## src/rtl/instruction_fetch_unit.sv

```systemverilog
// KGP-RISC fetch front end: holds the PC, fetches words over req/valid and issues them downstream.
// The optional taken-branch counter is built only when BRANCH_COUNT_EN is defined.
module instruction_fetch_unit #(
    parameter logic [31:0] RESET_PC = 32'd0
`ifdef BRANCH_COUNT_EN
    ,
    parameter int CNT_W = 16
`endif
) (
    input  logic             clk,
    input  logic             rst,
    output logic             imem_req,
    output logic [31:0]      imem_addr,
    input  logic             imem_valid,
    input  logic [31:0]      imem_rdata,
    output logic [31:0]      ins_out,
    output logic             ins_valid,
    input  logic             ins_ready,
    output logic [31:0]      pc_cur,
    output logic [31:0]      dest_addr,
    output logic [1:0]       branch_control_signal,
    output logic [5:0]       ins_func_code,
    input  logic [31:0]      pc_next
`ifdef BRANCH_COUNT_EN
    ,
    output logic [CNT_W-1:0] branch_count
`endif
);

    typedef enum logic [1:0] {
        FETCH  = 2'd0,
        ISSUE  = 2'd1,
        COMMIT = 2'd2
    } state_t;

    state_t      state_q, state_d;
    logic [31:0] pc_q, pc_d;
    logic [31:0] ins_q, ins_d;
    logic        ins_valid_q, ins_valid_d;
    logic [31:0] nxt_q, nxt_d;
    logic        accept;

    assign accept = (state_q == ISSUE) && ins_valid_q && ins_ready;

    always_ff @(posedge clk) begin
        if (!rst) begin
            state_q     <= FETCH;
            pc_q        <= RESET_PC;
            ins_q       <= 32'd0;
            ins_valid_q <= 1'b0;
            nxt_q       <= 32'd0;
        end else begin
            state_q     <= state_d;
            pc_q        <= pc_d;
            ins_q       <= ins_d;
            ins_valid_q <= ins_valid_d;
            nxt_q       <= nxt_d;
        end
    end

    always_comb begin
        state_d     = state_q;
        pc_d        = pc_q;
        ins_d       = ins_q;
        ins_valid_d = ins_valid_q;
        nxt_d       = nxt_q;
        imem_req    = 1'b0;
        case (state_q)
            FETCH: begin
                // Request is masked while reset is asserted so nothing leaks out mid-reset.
                imem_req = rst;
                if (imem_valid) begin
                    ins_d       = imem_rdata;
                    ins_valid_d = 1'b1;
                    state_d     = ISSUE;
                end
            end
            ISSUE: begin
                if (accept) begin
                    nxt_d       = pc_next;
                    ins_valid_d = 1'b0;
                    state_d     = COMMIT;
                end
            end
            COMMIT: begin
                pc_d    = nxt_q;
                state_d = FETCH;
            end
            default: state_d = FETCH;
        endcase
    end

`ifdef BRANCH_COUNT_EN
    logic [CNT_W-1:0] cnt_q, cnt_d;

    always_ff @(posedge clk) begin
        if (!rst) cnt_q <= '0;
        else      cnt_q <= cnt_d;
    end

    // A branch counts as taken whenever the returned PC is not the fall-through.
    always_comb begin
        cnt_d = cnt_q;
        if (accept && (pc_next != pc_q + 32'd1) && (cnt_q != {CNT_W{1'b1}}))
            cnt_d = cnt_q + 1'b1;
    end

    assign branch_count = cnt_q;
`endif

    assign imem_addr     = pc_q;
    assign pc_cur        = pc_q;
    assign ins_out       = ins_q;
    assign ins_valid     = ins_valid_q;
    assign ins_func_code = ins_q[28:23];
    assign dest_addr     = pc_q + {{9{ins_q[22]}}, ins_q[22:0]};

    always_comb begin
        case (ins_q[31:29])
            3'b100:  branch_control_signal = 2'b00;
            3'b101:  branch_control_signal = 2'b01;
            3'b110:  branch_control_signal = 2'b10;
            default: branch_control_signal = 2'b11;
        endcase
    end

endmodule

```

## config.mk

```make
export PLATFORM = sky130hd
export DESIGN_NAME = instruction_fetch_unit
export DESIGN_NICKNAME = d
export VERILOG_FILES = /design/src/rtl/instruction_fetch_unit.sv
export SDC_FILE = /design/constraint.sdc
export NUM_CORES = 1
export LEC_CHECK = 0
export CAP_MARGIN = 0
export CORE_MARGIN = 3
export CORE_UTILIZATION = 45
export DETAILED_ROUTE_END_ITERATION = 10
export DONT_BUFFER_PORTS = 1
export MAX_ROUTING_LAYER = met4
export PLACE_DENSITY = 0.71
export SLEW_MARGIN = 20
export SYNTH_ARGS = -nofsm -noshare
export SYNTH_HDL_FRONTEND = slang
export SYNTH_SLANG_ARGS = --single-unit
```

## constraint.sdc

```tcl
create_clock -name clk -period 5.1 [get_ports clk]
set_clock_uncertainty 0.05 [all_clocks]
set_input_delay 1.53 -clock clk [delete_from_list [all_inputs] [get_ports clk]]
set_output_delay 1.53 -clock clk [all_outputs]
set_load 0.005 [all_outputs]
```

==> impl_metrics.env <==
export IMPL_routabilityCongestion=0.900
export IMPL_timing_rr_start="state_q[1]"
export IMPL_p_sw_mw=0.411
export IMPL_clockPowerShare=0.430
export IMPL_finalSetupTns_ns=0
export IMPL_worst_pin_slew_ns=0.719
export IMPL_antenna_found_initial=0
export IMPL_final_area_um2=5750
export IMPL_maxSlewViolCount=0
export IMPL_fp_dieW_um=118
export IMPL_seq_area_frac_synth=0.352
export IMPL_post_dp_cell_area_um2=5440
export IMPL_grt_pass1_wl_mm=23.7
export IMPL_synth_nets=811
export IMPL_leakagePower_nw=2.21
export IMPL_synth_top_family_by_area="compound AO/OA/AOI/OAI gates"
export IMPL_startpoint_type="flip-flop"
export IMPL_io_pins=206
export IMPL_grtUsageTotal=0.218
export IMPL_seqPwrFrac=0.498
export IMPL_peakVddDrop_uv=191
export IMPL_p_sw_frac=0.250
export IMPL_yosys_area_top_type="dfxtp_1"
export IMPL_routed_wirelength_mm=15.1
export IMPL_netlist_area_um2=5630
export IMPL_syn_inst=711
export IMPL_num_rows=40
export IMPL_hp_start="nxt_q[21]"
export IMPL_hold_violations=0
export IMPL_start_util=0.465
export IMPL_path_cells="ha_1, fa_1, a21o_1, a221o_1, a311oi_2, nor4_1, o31ai_2, or3b_1, xor2_1"
export IMPL_synth_edf_count=0
export IMPL_internal_power_mw=1.23
export IMPL_cts_buffer_depth=2
export IMPL_synth_top_area_frac=0.352
export IMPL_fmax_mhz=202
export IMPL_overflow=0
export IMPL_synthTopCellsByArea="dfxtp_1 35%, nand2_1 14%, a21boi_0 13%"
export IMPL_ys_warn_count=0
export IMPL_synth_mux_area_frac=0
export IMPL_cp_max_fo=4
export IMPL_antenna_cells=0
export IMPL_dieArea_um2=13900
export IMPL_hpwl_mm=10.9
export IMPL_crit_slowest_cell="fa_1"
export IMPL_grt_pass1_vias=4394
export IMPL_routed_via_density=5.63
export IMPL_ctsHtreeMaxLevel=3
export IMPL_synth_adder_area_share=0.0724
export IMPL_pwr_share_comb=0.072
export IMPL_fin_util=0.475
export IMPL_period_needed_ns=4.95
export IMPL_synth_compound_area_frac=0.249
export IMPL_async_reset_ff_frac=0
export IMPL_critPathMaxStageDelay_ns=0.44
export IMPL_cts_sinks=99
export IMPL_syn_to_final_growth_pct=2.11
export IMPL_clock_root_buffer="clkbuf_16"
export IMPL_wl_per_cell_um=18.4
export IMPL_clock_latency_ns=0.35
export IMPL_die_y_um=118
export IMPL_status="finished, final reports clean"
export IMPL_cts_buffers=9
export IMPL_crit_type="flip-flop to output pin"
export IMPL_arrival_ns=3.37
export IMPL_drtPass1Iterations=5
export IMPL_layout_worst_path_cycle_share=0.970
export IMPL_drv_cap=0
export IMPL_layout_drive_gt1_share=0.0538
export IMPL_worstSetupStartpoint="imem_addr[0]"
export IMPL_cp_required_ns=3.52
export IMPL_end_kind="output pin"
export IMPL_design_core_area_um2=12100
export IMPL_drcViolationCount=0
export IMPL_dp_slack_ns=0.483
export IMPL_path_buf_inv=0
export IMPL_synth_common_cells="214 x nand2_1, 99 x dfxtp_1, 97 x a21boi_0"
export IMPL_synth_most_common_cell="nand2_1"
export IMPL_clk_pin_slew_ns=0.07
export IMPL_final_setup_viol_count=0
export IMPL_power_density_nw_per_um2=285
export IMPL_crit_family="compound AO/OA/AOI/OAI gates"
export IMPL_yosys_area_share_simple=0.201
export IMPL_drt_initial_drc_count=230
export IMPL_drtAntennaViolNets=0
export IMPL_synth_area_per_cell_um2=7.92
export IMPL_rsz0062_at_grt="no"
export IMPL_design_power_total_mw=1.64
export IMPL_fin_ws_ns=0.150
export IMPL_fillers=1232
export IMPL_vias=4607
export IMPL_yosys_area_share_xor_xnor=0.0436
export IMPL_hold_path_class="flip-flop to flip-flop"
export IMPL_ys_ff_latch=99
export IMPL_cts_tree="built"
export IMPL_grt_max_degree=100
export IMPL_nets=746
export IMPL_yosysUniqueCellTypes=52
export IMPL_slew_headroom=0.519
export IMPL_io_buffers=0
export IMPL_postSynth_topFlopCell="dfxtp_1"
==> layer usage <==
metal | global-route usage | up-vias | wire [um]
li1 | - | 2240 | -
met1 | 0.293 | 2149 | 6910
met3 | 0.0567 | 33 | 1190
met4 | 0.0747 | 0 | 420
met5 | - | - | 0
met2 | 0.318 | 185 | 6560
==> cells by family after synthesis <==
logic type | after synthesis
buffers and inverters | 85
adders and majority gates | 32
DFF | 99
and+or+nand+nor | 273
AOI/OAI and AO/OA | 194
xor gates and xnor gates | 28
==> registers in the layout (all words and copies together), names as in the netlist <==
signal and count:
imem_addr 32, ins_out 32, ins_valid 1, nxt_q 32, state_q 2
==> layout make-up <==
| type | instances | area [um^2] | share of cell area |
|---|---|---|---|
| Multi-Input combinational cell | 527 | 3200 | 0.557 |
| Sequential cell | 99 | 1980 | 0.345 |
| Clock buffer | 9 | 225 | 0.0392 |
| Tap cell | 168 | 210 | 0.0366 |
| Clock inverter | 7 | 82.6 | 0.0144 |
| Timing Repair Buffer | 4 | 30.0 | 0.00522 |
| Inverter | 5 | 18.8 | 0.00326 |
==> layout by cell type (no fill, tap or decap), types with 2 or more instances in the layout <==
cell,instances
buf_4,4
xnor2_1,20
nand2b_1,5
nand3_1,6
ha_1,31
a221oi_1,2
xor2_1,8
a211oi_1,2
dfxtp_1,99
o21bai_1,4
and3_1,4
inv_8,2
o21a_1,3
and2_1,2
a21oi_1,32
nor2_1,20
a31oi_1,4
or2_2,3
nor4_1,3
o211ai_1,3
a21oi_2,2
a21o_1,14
inv_1,5
nand4_1,5
a21boi_0,97
or3_1,2
a221o_1,2
o21ai_0,14
clkbuf_16,9
nand2_1,213
==> through the flow <==
step,hold slack (ns),instances
3_3_place_gp,0.399,803
5_1_grt,0.439,819
2_1_floorplan,0.391,711
6_report,0.414,819
4_1_cts,0.417,819
3_5_place_dp,0.407,803
==> what timing repair did <==
action / CTS / global route
hold buffers: 0 / 0
setup buffers: 0 / 0
gates resized for setup: 0 / 1
setup endpoints to repair: 0 / 2
hold endpoints to repair: 0 / 0
==> path summary, 6_finish.rpt <==
kind | to | slack, ns | cells past startpoint
setup / recovery | dest_addr[26] | 0.15 | 9
hold reg to reg | nxt_q[21] | 0.41 | 2
hold / removal | nxt_q[21] | 0.41 | 2
setup reg to reg | imem_addr[24] | 3.51 | 4
==> power by group through the flow <==
stage	clock (mW)	sequential, mW	combinational [mW]
after floorplan	0	0.828	0.106
after global placement	0	0.834	0.114
after detailed placement	0	0.835	0.119
after CTS	0.719	0.817	0.119
after global routing	0.753	0.820	0.133
final	0.705	0.817	0.118
==> worst reg2reg max path, delay by kind of cell (launching register included) <==
| family | cells | cell delay (ns) |
|---|---|---|
| and+or+nand+nor | 2 | 0.55 |
| buffers and inverters | 1 | 0.35 |
| AOI/OAI and AO/OA | 1 | 0.16 |
| DFF | 1 | 0.41 |
No activity file was read; power rests on OpenSTA's default activity.
